===== src/rtl/read_rw_if.sv =====
// read_rw shared types and configuration/status register bus.
// read_rw_pkg carries the task/record types and register map; read_rw_if
// bundles the register write and read channels.
package read_rw_pkg;

   typedef struct packed {
      logic [31:0] locale;
      logic [31:0] ts;
      logic [3:0]  ttype;
   } task_t;

   typedef logic [5:0] cq_slice_slot_t;
   typedef logic [3:0] thread_id_t;

   typedef struct packed {
      task_t          task_desc;
      cq_slice_slot_t cq_slot;
      thread_id_t     thread;
      logic [31:0]    object;
   } rw_write_t;

   localparam logic [7:0] RW_BASE_ADDR          = 8'h00;
   localparam logic [7:0] READ_RW_STATUS        = 8'h04;
   localparam logic [7:0] READ_RW_STAT_ISSUED   = 8'h08;
   localparam logic [7:0] READ_RW_STAT_STALL    = 8'h0C;
   localparam logic [7:0] READ_RW_STAT_OUT_BLOCK = 8'h10;

endpackage

interface read_rw_if;
   logic        wvalid;
   logic [7:0]  waddr;
   logic [31:0] wdata;
   logic        arvalid;
   logic [7:0]  araddr;
   logic        rvalid;
   logic [31:0] rdata;

   modport master (
      output wvalid, waddr, wdata, arvalid, araddr,
      input  rvalid, rdata
   );

   modport slave (
      input  wvalid, waddr, wdata, arvalid, araddr,
      output rvalid, rdata
   );
endinterface


===== src/rtl/read_rw.sv =====
// read_rw: issues a data-array read per task (address = base + locale*4),
// matches in-order responses to a pending FIFO, extracts the selected word
// and queues {desc, slot, thread, object} for the write stage.
// Optional statistics counters: define READ_RW_STATS_EN.
module read_rw
   import read_rw_pkg::*;
#(
   parameter int unsigned LOG_OUTSTANDING = 2
) (
   input  logic           clk,
   input  logic           rstn,
   input  logic           task_in_valid,
   output logic           task_in_ready,
   input  task_t          task_in,
   input  cq_slice_slot_t task_in_cq_slot,
   input  thread_id_t     task_in_thread,
   output logic           arvalid,
   input  logic           arready,
   output logic [31:0]    araddr,
   input  logic           rvalid,
   input  logic [511:0]   rdata,
   output logic           task_out_valid,
   input  logic           task_out_ready,
   output rw_write_t      task_out,
   read_rw_if.slave       reg_bus
);

   localparam int unsigned DEPTH = 1 << LOG_OUTSTANDING;
   localparam logic [LOG_OUTSTANDING-1:0] PTR_ONE    = LOG_OUTSTANDING'(1);
   localparam logic [LOG_OUTSTANDING:0]   CNT_ONE    = (LOG_OUTSTANDING+1)'(1);
   localparam logic [LOG_OUTSTANDING+1:0] CREDIT_MAX = (LOG_OUTSTANDING+2)'(DEPTH);

   typedef struct packed {
      task_t          desc;
      cq_slice_slot_t slot;
      thread_id_t     thread;
      logic [3:0]     sel;
   } pend_t;

   pend_t     pend_mem [DEPTH];
   rw_write_t out_mem  [DEPTH];

   logic [LOG_OUTSTANDING-1:0] pend_wr, pend_rd, out_wr, out_rd;
   logic [LOG_OUTSTANDING:0]   pend_cnt, out_cnt;
   logic [LOG_OUTSTANDING+1:0] credit_used;
   logic                       credit_ok;
   logic                       rd_accept, resp_take, resp_orphan, out_pop;
   pend_t                      pend_head;
   logic [31:0]                resp_object;
   logic [31:0]                base_rw_addr;
   logic                       err_orphan;
   logic [31:0]                reg_rd_data;
   logic                       unused_wdata_hi;

`ifdef READ_RW_STATS_EN
   logic [31:0] reads_issued, stall_cycles, out_block_cycles;
`endif

   // Credit check, handshakes and output FIFO head presentation.
   // Credits cover pending + output occupancy so a response always has a slot.
   always_comb begin
      credit_used    = {1'b0, pend_cnt} + {1'b0, out_cnt};
      credit_ok      = credit_used < CREDIT_MAX;
      arvalid        = task_in_valid & credit_ok;
      task_in_ready  = arvalid & arready;
      rd_accept      = task_in_ready;
      araddr         = base_rw_addr + {task_in.locale[29:0], 2'b00};
      resp_take      = rvalid & (pend_cnt != '0);
      resp_orphan    = rvalid & (pend_cnt == '0);
      task_out_valid = out_cnt != '0;
      task_out       = out_mem[out_rd];
      out_pop        = task_out_valid & task_out_ready;
      pend_head      = pend_mem[pend_rd];
      resp_object    = rdata[{pend_head.sel, 5'd0} +: 32];
      unused_wdata_hi = &{1'b0, reg_bus.wdata[31:30]};
   end

   // FIFO storage: pending entry on read accept, output record on response.
   always_ff @(posedge clk) begin
      if (rd_accept) begin
         pend_mem[pend_wr] <= '{desc: task_in, slot: task_in_cq_slot,
                                thread: task_in_thread, sel: task_in.locale[3:0]};
      end
      if (resp_take) begin
         out_mem[out_wr] <= '{task_desc: pend_head.desc, cq_slot: pend_head.slot,
                              thread: pend_head.thread, object: resp_object};
      end
   end

   // FIFO pointers and occupancies; simultaneous push/pop leaves count unchanged.
   always_ff @(posedge clk) begin
      if (!rstn) begin
         pend_wr  <= '0;
         pend_rd  <= '0;
         out_wr   <= '0;
         out_rd   <= '0;
         pend_cnt <= '0;
         out_cnt  <= '0;
      end else begin
         if (rd_accept) pend_wr <= pend_wr + PTR_ONE;
         if (resp_take) begin
            pend_rd <= pend_rd + PTR_ONE;
            out_wr  <= out_wr + PTR_ONE;
         end
         if (out_pop) out_rd <= out_rd + PTR_ONE;

         case ({rd_accept, resp_take})
            2'b10:   pend_cnt <= pend_cnt + CNT_ONE;
            2'b01:   pend_cnt <= pend_cnt - CNT_ONE;
            default: pend_cnt <= pend_cnt;
         endcase

         case ({resp_take, out_pop})
            2'b10:   out_cnt <= out_cnt + CNT_ONE;
            2'b01:   out_cnt <= out_cnt - CNT_ONE;
            default: out_cnt <= out_cnt;
         endcase
      end
   end

   // Base address register and sticky orphan-response flag.
   always_ff @(posedge clk) begin
      if (!rstn) begin
         base_rw_addr <= '0;
         err_orphan   <= 1'b0;
      end else begin
         if (reg_bus.wvalid && reg_bus.waddr == RW_BASE_ADDR) begin
            base_rw_addr <= {reg_bus.wdata[29:0], 2'b00};
         end
         if (resp_orphan) err_orphan <= 1'b1;
      end
   end

   // Register read mux.
   always_comb begin
      reg_rd_data = '0;
      case (reg_bus.araddr)
         READ_RW_STATUS:         reg_rd_data = {31'b0, err_orphan};
`ifdef READ_RW_STATS_EN
         READ_RW_STAT_ISSUED:    reg_rd_data = reads_issued;
         READ_RW_STAT_STALL:     reg_rd_data = stall_cycles;
         READ_RW_STAT_OUT_BLOCK: reg_rd_data = out_block_cycles;
`endif
         default:                reg_rd_data = '0;
      endcase
   end

   // Register read response, one cycle after the request.
   always_ff @(posedge clk) begin
      if (!rstn) begin
         reg_bus.rvalid <= 1'b0;
         reg_bus.rdata  <= '0;
      end else begin
         reg_bus.rvalid <= reg_bus.arvalid;
         if (reg_bus.arvalid) reg_bus.rdata <= reg_rd_data;
      end
   end

`ifdef READ_RW_STATS_EN
   // Wrapping statistics counters.
   always_ff @(posedge clk) begin
      if (!rstn) begin
         reads_issued     <= '0;
         stall_cycles     <= '0;
         out_block_cycles <= '0;
      end else begin
         if (arvalid & arready)              reads_issued     <= reads_issued + 32'd1;
         if (task_in_valid & ~arvalid)       stall_cycles     <= stall_cycles + 32'd1;
         if (task_out_valid & ~task_out_ready) out_block_cycles <= out_block_cycles + 32'd1;
      end
   end
`endif

endmodule

===== src/flat_wrapper.sv =====
// flat-port wrapper written by rule: the top's interface ports become plain ports
module read_rw_flat import read_rw_pkg::*;
#(
   parameter int unsigned LOG_OUTSTANDING = 2
)
  (clk, rstn, task_in_valid, task_in_ready, task_in, task_in_cq_slot, task_in_thread, arvalid, arready, araddr, rvalid, rdata, task_out_valid, task_out_ready, task_out, reg_bus_wvalid, reg_bus_waddr, reg_bus_wdata, reg_bus_arvalid, reg_bus_araddr, reg_bus_rvalid, reg_bus_rdata);
  read_rw_if reg_bus_i ();
  input  logic clk;
  input  logic rstn;
  input  logic task_in_valid;
  output logic task_in_ready;
  input  task_t task_in;
  input  cq_slice_slot_t task_in_cq_slot;
  input  thread_id_t task_in_thread;
  output logic arvalid;
  input  logic arready;
  output logic [31:0] araddr;
  input  logic rvalid;
  input  logic [511:0] rdata;
  output logic task_out_valid;
  input  logic task_out_ready;
  output rw_write_t task_out;
  input wire logic [$bits(reg_bus_i.wvalid)-1:0] reg_bus_wvalid;
  input wire logic [$bits(reg_bus_i.waddr)-1:0] reg_bus_waddr;
  input wire logic [$bits(reg_bus_i.wdata)-1:0] reg_bus_wdata;
  input wire logic [$bits(reg_bus_i.arvalid)-1:0] reg_bus_arvalid;
  input wire logic [$bits(reg_bus_i.araddr)-1:0] reg_bus_araddr;
  output wire logic [$bits(reg_bus_i.rvalid)-1:0] reg_bus_rvalid;
  output wire logic [$bits(reg_bus_i.rdata)-1:0] reg_bus_rdata;
  assign reg_bus_i.wvalid = reg_bus_wvalid;
  assign reg_bus_i.waddr = reg_bus_waddr;
  assign reg_bus_i.wdata = reg_bus_wdata;
  assign reg_bus_i.arvalid = reg_bus_arvalid;
  assign reg_bus_i.araddr = reg_bus_araddr;
  assign reg_bus_rvalid = reg_bus_i.rvalid;
  assign reg_bus_rdata = reg_bus_i.rdata;
  read_rw #(.LOG_OUTSTANDING(LOG_OUTSTANDING)) u_core (.clk(clk), .rstn(rstn), .task_in_valid(task_in_valid), .task_in_ready(task_in_ready), .task_in(task_in), .task_in_cq_slot(task_in_cq_slot), .task_in_thread(task_in_thread), .arvalid(arvalid), .arready(arready), .araddr(araddr), .rvalid(rvalid), .rdata(rdata), .task_out_valid(task_out_valid), .task_out_ready(task_out_ready), .task_out(task_out), .reg_bus(reg_bus_i));
endmodule

===== config.mk =====
export PLATFORM = sky130hd
export DESIGN_NAME = read_rw_flat
export DESIGN_NICKNAME = d
export VERILOG_FILES = /design/src/rtl/read_rw_if.sv /design/src/rtl/read_rw.sv /design/src/flat_wrapper.sv
export SDC_FILE = /design/constraint.sdc
export NUM_CORES = 1
export LEC_CHECK = 0
export ABC_AREA = 0
export BUFFER_PORTS_ARGS = -buffer_cell sky130_fd_sc_hd__buf_2
export CAP_MARGIN = 0
export CORE_AREA = 2 2 325 327
export DETAILED_ROUTE_END_ITERATION = 7
export DIE_AREA = 0 0 327 329
export PLACE_DENSITY = 0.65
export SLEW_MARGIN = 0
export SYNTH_ARGS = -nofsm -noshare
export SYNTH_HDL_FRONTEND = slang
export SYNTH_SLANG_ARGS = --single-unit

===== constraint.sdc =====
create_clock -name clk -period 4.51 [get_ports clk]
set_input_delay 0.2255 -clock clk [delete_from_list [all_inputs] [get_ports clk]]
set_output_delay 0.2255 -clock clk [all_outputs]
set_load 0.02 [all_outputs]

[Yosys cells after proc, flatten, opt, wreduce, memory -nomap -nowiden]
Memories as Yosys holds them, arrays and structs flattened. A register that Yosys moved wholly into a read port is not among the register bits.
Index checks and enable logic that the tools add are counted.
Word-level totals
  register bits: 78
  bits in latches: 0
  bits of input ports: 646
  memories kept: 2
  ROM bits: 0
  logic and storage cells: 52
  output and inout bits: 178
  bits in writable memories: 768
Cells by class
  muxes and demuxes: 11
  reduce and logical (&&, ||, !) cells: 7
  shift-type cells: 1
  $mul: 0
  div/mod/pow operators: 0
  magnitude comparators: 1
  bitwise logic cells: 5
  equality and inequality tests: 5
  add/subtract/negate cells: 10
Memory list
  u_core.out_mem: words 4, width 110, read ports 1, clocked after memory_dff 1, wr ports 1, line read_rw.sv:41  | rw_write_t out_mem [DEPTH];
  u_core.pend_mem: words 4, width 82, read ports 1, clocked after memory_dff 1, wr ports 1, line read_rw.sv:40  | pend_t pend_mem [DEPTH];
Operator list (number)
  indexed part select 512 x 10 -> 32 bit: 1
  adder 32 bit: 1
  case mux 3 bit (2 select lines): 2
  adder 2 x 1 -> 2 bit, second input constant: 4
  equality test 8 x 3 -> 1 bit, second input constant: 1
  logical NOT 8 bit: 1
  two-way mux 2 bit: 4
  adder 3 x 1 -> 3 bit, second input constant: 2
  nonzero test 3 bit: 2
  subtractor 3 x 1 -> 3 bit, second input constant: 2
  bitwise AND 1 bit: 5
  two-way mux 1 bit: 5
  adder 3 x 3 -> 4 bit: 1
  equality test 2 x 1 -> 1 bit, second input constant: 2
  equality test 2 bit, second input constant: 2
  less-than comparator 4 x 3 -> 1 bit, second input constant: 1
  nonzero test 2 bit: 2
  logical NOT 3 bit: 1
  logical AND 1 bit: 1

[Depth between registers and ports, before layout]
Gate-level depths: netlist of the first run.
  depth after elaboration: 6
  gate-level depth with buffers: 12
  gate-level depth less buffers: 11

[Worst setup path before layout of the first run]
OpenSTA, ideal clock, no wires.
  kind: register to register
  start point: register u_core.out_cnt[2]
  end point: memory u_core.pend_mem[0][10] (netlist name) (enable)
  arrival time: 3.573 ns
  required time: 4.065 ns
  setup time: 0.445 ns
  slack: 0.492 ns
  stages on the path, launching flop included: 5
  period minus slack after synthesis: 4.018 ns
  buffers on the path: 0
  cell sequence: dfxtp_1 -> ha_1 -> or4b_1 -> a31oi_1 -> and3_1
Between the ends
  word-level cells in the longest chain between the ends: 6
Ends and longest elaborated chain
  start, declared: line read_rw.sv:44  | logic [LOG_OUTSTANDING:0] pend_cnt, out_cnt;
  start signal, assigned: line read_rw.sv:114  | 2'b10: out_cnt <= out_cnt + CNT_ONE;
  start signal, assigned: line read_rw.sv:115  | 2'b01: out_cnt <= out_cnt - CNT_ONE;
  start signal, assigned: line read_rw.sv:116  | default: out_cnt <= out_cnt;
  adder 3 x 3 -> 4 bit: line read_rw.sv:62  | credit_used = {1'b0, pend_cnt} + {1'b0, out_cnt};
  less-than comparator 4 x 3 -> 1 bit: line read_rw.sv:63  | credit_ok = credit_used < CREDIT_MAX;
  bitwise AND 1 bit: line read_rw.sv:64  | arvalid = task_in_valid & credit_ok;
  via arvalid: line flat_wrapper.sv:15  | output logic arvalid;
  bitwise AND 1 bit: line read_rw.sv:65  | task_in_ready = arvalid & arready;
  two-way mux 1 bit: line read_rw.sv:80  | if (rd_accept) begin
  two-way mux 1 bit (not written as such): line read_rw.sv:81  | pend_mem[pend_wr] <= '{desc: task_in, slot: task_in_cq_slot,
  end, declared: line read_rw.sv:40
The timed path passes the listed nets, and every way through them passes these cells.

[Worst setup path after layout of the first run]
  start point: register u_core.base_rw_addr[2]
  end point: output araddr[24]
Between the ends
  word-level cells in the longest chain between the ends: 1
Ends and longest elaborated chain
  start, declared: line read_rw.sv:50  | logic [31:0] base_rw_addr;
  start signal, assigned: line read_rw.sv:128  | base_rw_addr <= {reg_bus.wdata[29:0], 2'b00};
  adder 32 bit: line read_rw.sv:67  | araddr = base_rw_addr + {task_in.locale[29:0], 2'b00};
  end, declared: line flat_wrapper.sv:17  | output logic [31:0] araddr;
No other way between the ends.

==> results of run 1 <==
[power by group through the flow]
stage,sequential [mW],combinational (mW),clock [mW]
after floorplan,9.85,5.00,0
after global placement,9.91,7.61,0
after detailed placement,9.96,7.77,0
after CTS,9.81,7.87,6.98
after global routing,9.86,8.21,7.25
final,9.79,7.76,6.82
[flip-flops by register name (all words and copies together), names as in the netlist, named ones only]
signal / flops
u_core.out_rd: 2
u_core.reg_bus.rdata: 1
u_core.err_orphan: 1
u_core.pend_mem: 312
u_core.base_rw_addr: 30
u_core.pend_rd: 2
u_core.pend_cnt: 3
u_core.out_wr: 2
u_core.reg_bus.rvalid: 1
u_core.out_cnt: 3
u_core.out_mem: 440
u_core.pend_wr: 2
[synth_stat cells (6+ instances only)]
cell      count  area share [%]
a21oi_1      36            0.52
nor2b_1      36            0.65
and2_1       21            0.38
xor2_1       11            0.28
buf_1        32            0.34
inv_1        24            0.26
a21o_1       16            0.34
xnor2_1      24            0.60
dfxtp_1      51             2.9
ha_1         41             1.5
nor3_1        8            0.11
o21ai_0      17            0.24
o21bai_1      6            0.13
buf_4        35            0.75
mux2i_1      32            0.92
nor2_1       14            0.15
and3_1        8            0.14
edfxtp_1    752              65
buf_6        11            0.36
nand2_1      23            0.25
clkbuf_1     48            0.52
mux4_2      348              22
[kinds of logic (layout without fill, tap and decap cells)]
logic type	after synthesis	count (layout)	synth area share, %
flip-flops	803	803	67.7
multiplexers	380	380	23.4
buffers and inverters	153	1121	2.27
AND/OR/NAND/NOR	136	136	2.16
AO/OA/AOI/OAI	105	105	1.91
adder cells (fa/ha/maj)	44	44	1.64
XOR/XNOR	35	35	0.879
other	1	86	0.0108
[through the flow]
| step | total power, mW | hold WS (ns) | std cells | setup WS (ns) |
|---|---|---|---|---|
| finish | 24.4 | 0.117 | 4101 | 0.551 |
| global route | 25.3 | 0.0929 | 4058 | 0.165 |
| CTS | 24.7 | 0.0630 | 4048 | 0.511 |
| detailed placement | 17.7 | 0.443 | 3784 | 1.12 |
| global placement | 17.5 | 0.436 | 3784 | 1.14 |
| floorplan | 14.9 | 0.324 | 1689 | 0.492 |
[how the worst max path moves through the flow]
stage	depth (start not counted)	endpoint	start	slack, ns
after floorplan	4	u_core.pend_mem[0][10]	u_core.out_cnt[2]	0.49
after global placement	4	u_core.out_mem[0][6]	flip-flop	1.14
after detailed placement	4	u_core.out_mem[3][30]	flip-flop	1.12
after CTS	11	araddr[24]	u_core.base_rw_addr[2]	0.51
after global routing	11	araddr[24]	u_core.base_rw_addr[2]	0.16
final	11	araddr[24]	u_core.base_rw_addr[2]	0.55
[metal layers]
metal / global-route usage, % / vias to the layer above
met1: 34.2 / 11400
met4: 5.16 / 26
met5: 0 / -
met2: 39.5 / 1192
li1: - / 8911
met3: 7.33 / 234
[tightest hold or removal path, stage by stage]
cell and delay, ns:
buf_2 0.07, and2_1 0.18, xor2_1 0.10, and2_1 0.14
[area by class of cell]
class	instances	area, sq um
diodes	53	133
clock buffers	100	2200
clock inverters	52	526
fillers	9154	59800
inverters	24	90.1
multi-input cells	733	10600
flip-flops and latches	803	23600
well taps	1391	1740
repair buffers	945	5600
==> results.json, run 1 <==
{
  "ys_seq_area_share_pct": 67.7,
  "regToRegEndpoint": "u_core.out_mem[3][6]",
  "cp_max_fo": 4,
  "fin_crit_sh_pct": 87.8,
  "p_switching_mw": 7.58,
  "max-clock-path-buffers": 3,
  "cts_tree": "built",
  "drv_cap": 0,
  "path_class": "flip-flop to output pin",
  "m1WireLength_mm": 54.8,
  "ys_types": 48,
  "vias": 21700,
  "hpwlAfterDp_mm": 105,
  "met3_length_mm": 15.0,
  "timing.fmax_ghz": 0.253,
  "hp-start": "task_out_ready",
  "synth_warnings": 0,
  "wl_per_cell_um": 33.1,
  "ys_ff_latch": 803,
  "grt_overflow_total": 0,
  "cts_made_buffers": 84,
  "finalCriticalPeriod_ns": 3.96,
  "syn_area_sq_um": 34900,
  "drc_errors": 0,
  "cts_setup_buffers": 0,
  "hold_viol": 0,
  "fin_skew_ns": 0.0302,
  "area_growth_syn_to_layout_pct": 27.8,
  "syn_avg_cell_area_sq_um": 21.0,
  "gp_congestion": 1.10,
  "drt_iter0_markers": 2229,
  "drive_gt1_share_pct": 49.5,
  "dr.pass1.iters": 5,
  "io_buffers": 788,
  "dpl-instance-area_sq_um": 40600,
  "slew_headroom_pct": 29.7,
  "ir_drop_uv": 328,
  "grt_pass1_wl_mm": 182,
  "layout_common_cells": "buf_2, edfxtp_1, mux4_2",
  "die-width_um": 327,
  "core_area_sq_um": 104000,
  "r2r_setup_slack_ns": 1.17,
  "path_delay_family": "compound AO/OA/AOI/OAI gates",
  "critPathCaptureType": "output pin",
  "rsz0062_at_grt": "false",
  "cp-start-kind": "flip-flop",
  "p_comb_share_pct": 31.8,
  "critical_path.max_stage_delay_ns": 0.51,
  "grt_pass1_vias": 21800,
  "vias_per_cell": 5.30,
  "hold_buffers": 112,
  "critPathSlowestCell": "o21ai_0",
  "num-nets-final": 3281,
  "synth-edff-count": 752,
  "groute.usage.overall_pct": 24.9,
  "seq_power_share_pct": 40.2,
  "report.final.slew_viol_count": 0,
  "clkLatencyLatePin_ns": 0.65,
  "ys.flop_type": "edfxtp_1",
  "hp-class": "input pin to flip-flop",
  "wirelength_mm": 136,
  "r2r.worst_path.cells": 4,
  "ctsResizeCount": 0,
  "wl_met2_mm": 62.9,
  "worst_ep_required_time_ns": 4.28,
  "worst_pin_slew_ns": 1.05,
  "final_design_area_no_fill_sq_um": 44500,
  "final_util_pct": 42.7,
  "io_pins": 824,
  "powerDensity_nw_per_um2": 547,
  "crit_chain": "ha_1, inv_1, fa_1, nand2b_1, a21o_1, a21oi_1, o32ai_1, o21ai_0, nor4_1, a311oi_1, buf_2",
  "start_util_pct": 33.4,
  "status": "finished, final reports clean",
  "fp-row-count": 119,
  "worstPathArrival_ns": 3.73,
  "antenna_left": 0,
  "ys_async_sr_fraction_pct": 0,
  "final_common_cell": "buf_2",
  "p_int_mw": 16.8,
  "grt_max_degree": 111,
  "synth_cells": 1657,
  "fp.dieH_um": 329,
  "clkSinkCount": 803,
  "hold_path_depth": 4,
  "htreeDepth": 3,
  "p_sw_share_pct": 31.1,
  "die_area_sq_um": 108000,
  "clkTransAtPathRegs_ns": 0.06,
  "cts_root_buf": "clkbuf_16",
  "clkPwrFrac_pct": 28.0,
  "path_buf_inv": 2,
  "antenna_found_initial": 117,
  "tns_ns": 0,
  "finalSetupViolCount": 0,
  "top_layer": "met5",
  "p_leak_nw": 15.9
}
No activity file was read; power rests on OpenSTA's default activity.
==> inputs of run 2 (changes only) <==
- ABC_AREA: 0 -> 1
- CORE_AREA: 2 2 325 327 -> 2 2 321 323
- DIE_AREA: 0 0 327 329 -> 0 0 323 325
- PLACE_DENSITY: 0.65 -> 0.71
==> results.json, run 2 <==
{
  "ys_top_cells_by_count": "edfxtp_1, nand3_1, nand2_1, nor2_1, o21ai_0",
  "synth-simple-area-share_pct": 20.7,
  "ys_ff_latch": 803,
  "power_mw": 27.9,
  "htreeDepth": 3,
  "critPathCaptureType": "flip-flop",
  "drt_iter0_markers": 3853,
  "wl_per_cell_um": 23.7,
  "grt_pass1_vias": 31500,
  "num-nets-final": 5426,
  "hold_viol": 0,
  "slew_headroom_pct": 19.2,
  "synth_mux_area_share_pct": 0,
  "tns_ns": 0,
  "drv_cap": 0,
  "hold_buffers": 113,
  "grt_max_degree": 205,
  "antenna_left": 0,
  "synth-xor-area-share_pct": 0.360,
  "hp-class": "input pin to flip-flop",
  "drive_gt1_share_pct": 20.5,
  "worstPathArrival_ns": 4.05,
  "dr.pass1.iters": 6,
  "critPathSlowestCell": "buf_4",
  "worst_ep_required_time_ns": 4.83,
  "synth_cells": 3957,
  "synth.most_common_cell": "edfxtp_1",
  "clkTransAtPathRegs_ns": 0.06,
  "fin_skew_ns": 0.0529,
  "layout_common_cells": "buf_2, edfxtp_1, nand3_1",
  "largest_reg_flops": 440,
  "instances_no_fill": 6210,
  "syn_avg_cell_area_sq_um": 9.84,
  "fin_crit_sh_pct": 82.8,
  "cts_made_buffers": 80,
  "synth-adder-area-share_pct": 1.47,
  "finalCriticalPeriod_ns": 3.73,
  "path_buf_inv": 4,
  "drc_errors": 0,
  "cp_max_fo": 64,
  "synth_top_cell_by_area": "edfxtp_1",
  "synth_top_cell_area_share_pct": 58.0,
  "io_pins": 824,
  "final_util_pct": 47.3,
  "die-width_um": 323,
  "ys_types": 34,
  "area_growth_syn_to_layout_pct": 22.9,
  "report.final.slew_viol_count": 0,
  "cts_setup_buffers": 0,
  "finalSetupViolCount": 0,
  "worst_pin_slew_ns": 1.21,
  "crit_chain": "inv_2, buf_4, buf_4, nand3_1, nand2_2, buf_4, nand3_1, nand3_1, nand2_1",
  "clkSinkCount": 803,
  "core_area_sq_um": 101000,
  "max-clock-path-buffers": 3,
  "top_register": "u_core.out_mem",
  "cts_tree": "built",
  "die_area_sq_um": 105000,
  "ir_drop_uv": 350,
  "timing.fmax_ghz": 0.268,
  "start_util_pct": 38.4,
  "powerDensity_nw_per_um2": 583,
  "synth_top_family_by_area": "simple AND/OR/NAND/NOR gates",
  "gp_congestion": 1.00,
  "fp.dieH_um": 325,
  "ys_top_cells_by_area": "edfxtp_1, nand3_1, o21ai_0",
  "ys_async_sr_fraction_pct": 0,
  "rsz0062_at_grt": "false",
  "io_buffers": 788,
  "p_leak_nw": 19.7,
  "antenna_found_initial": 64,
  "vias_per_cell": 5.42,
  "path_delay_family": "buffers and inverters",
  "placed_cells": 5909,
  "status": "finished, final reports clean",
  "synth-edff-count": 752,
  "hpwlAfterDp_mm": 104,
  "r2r_setup_slack_ns": 0.78,
  "vias": 33700,
  "critical_path.max_stage_delay_ns": 0.65,
  "syn_area_sq_um": 38900,
  "reg_top3": "u_core.out_mem x440, u_core.pend_mem x312, u_core.base_rw_addr x30",
  "fp-row-count": 117,
  "cts_root_buf": "clkbuf_16",
  "synth_compound_area_share_pct": 9.02,
  "grt_pass1_wl_mm": 208,
  "ys.flop_type": "edfxtp_1",
  "cp-start-kind": "flip-flop",
  "ys_seq_area_share_pct": 60.6,
  "timing.hold.ws_ns": 0.0441,
  "clkLatencyLatePin_ns": 0.64,
  "ctsResizeCount": 0,
  "grt_overflow_total": 0,
  "synth_warnings": 0,
  "path_class": "flip-flop to flip-flop",
  "wirelength_mm": 147,
  "final_common_cell": "buf_2",
  "groute.usage.overall_pct": 27.0
}
## run 2: changes by cell type in the layout (fill, tap and decap cells not counted), moves of 14 or more
cell,before,now
nand3b_1,1,228
o22ai_1,1,184
xnor2_1,24,4
nor2_1,14,478
o21ai_0,17,412
mux2i_1,32,0
and2_1,17,3
inv_1,24,403
nor2b_1,36,0
nand3_1,5,514
nand2_1,23,488
mux4_2,345,0
a21o_1,16,0
## run 2: cell families (layout without fill, tap and decap cells)
| kind of cell | count (synthesis) | after routing |
|---|---|---|
| compound gates | 647 | 647 |
| xor+xnor | 16 | 16 |
| fa+ha+maj | 44 | 44 |
| buf+inv | 707 | 1517 |
| flops | 803 | 803 |
| other cells | 1 | 76 |
| simple gates | 1739 | 1739 |
## run 2: final cells by class
class	instances	area, sq um
antenna	43	108
fill	9491	53400
clock inverter	37	424
multi-input combinational	2479	12500
clock buffer	108	2160
timing repair buffer	962	5770
sequential	803	23600
tap	1368	1710
inverter	410	1550
## run 2: path summary, 6_finish.rpt
| kind | startpoint | endpoint | cells past startpoint |
|---|---|---|---|
| worst max register to register | flip-flop | u_core.out_mem[0][18] | 9 |
| worst max-delay path | flip-flop | u_core.out_mem[0][18] | 9 |
| worst min register to register | u_core.out_rd[1] | flip-flop | 2 |
| worst min-delay path | reg_bus_wdata[27] | u_core.base_rw_addr[29] | 3 |
## run 2: routing by layer
| layer | track usage [%] | wire length (um) | vias up |
|---|---|---|---|
| met5 | 0 | 122 | - |
| met4 | 8.06 | 3920 | 18 |
| met3 | 6.83 | 16400 | 253 |
| met2 | 40.9 | 64900 | 1814 |
| met1 | 38.0 | 61900 | 16300 |
| li1 | - | - | 15300 |
## run 2: stage by stage
step / setup slack, ns / instance area (sq um)
CTS: 0.838 / 47800
floorplan: -1.57 / 39100
detailed placement: 0.840 / 44100
finish: 0.776 / 47900
global route: 0.654 / 47800
global placement: 0.864 / 44100
## run 2: worst register-to-register path: cells and delay by family, from the launching register on
kind | cells | cell delay, ns
buffers and inverters | 4 | 1.71
DFF | 1 | 0.45
and+or+nand+nor | 5 | 1.25
## run 2: power breakdown
| part | total (mW) | switching [mW] | internal [mW] |
|---|---|---|---|
| combinational | 11.2 | 8.32 | 2.89 |
| clock | 6.56 | 2.77 | 3.79 |
| sequential | 10.1 | 0.271 | 9.86 |
| total | 27.9 | 11.4 | 16.5 |
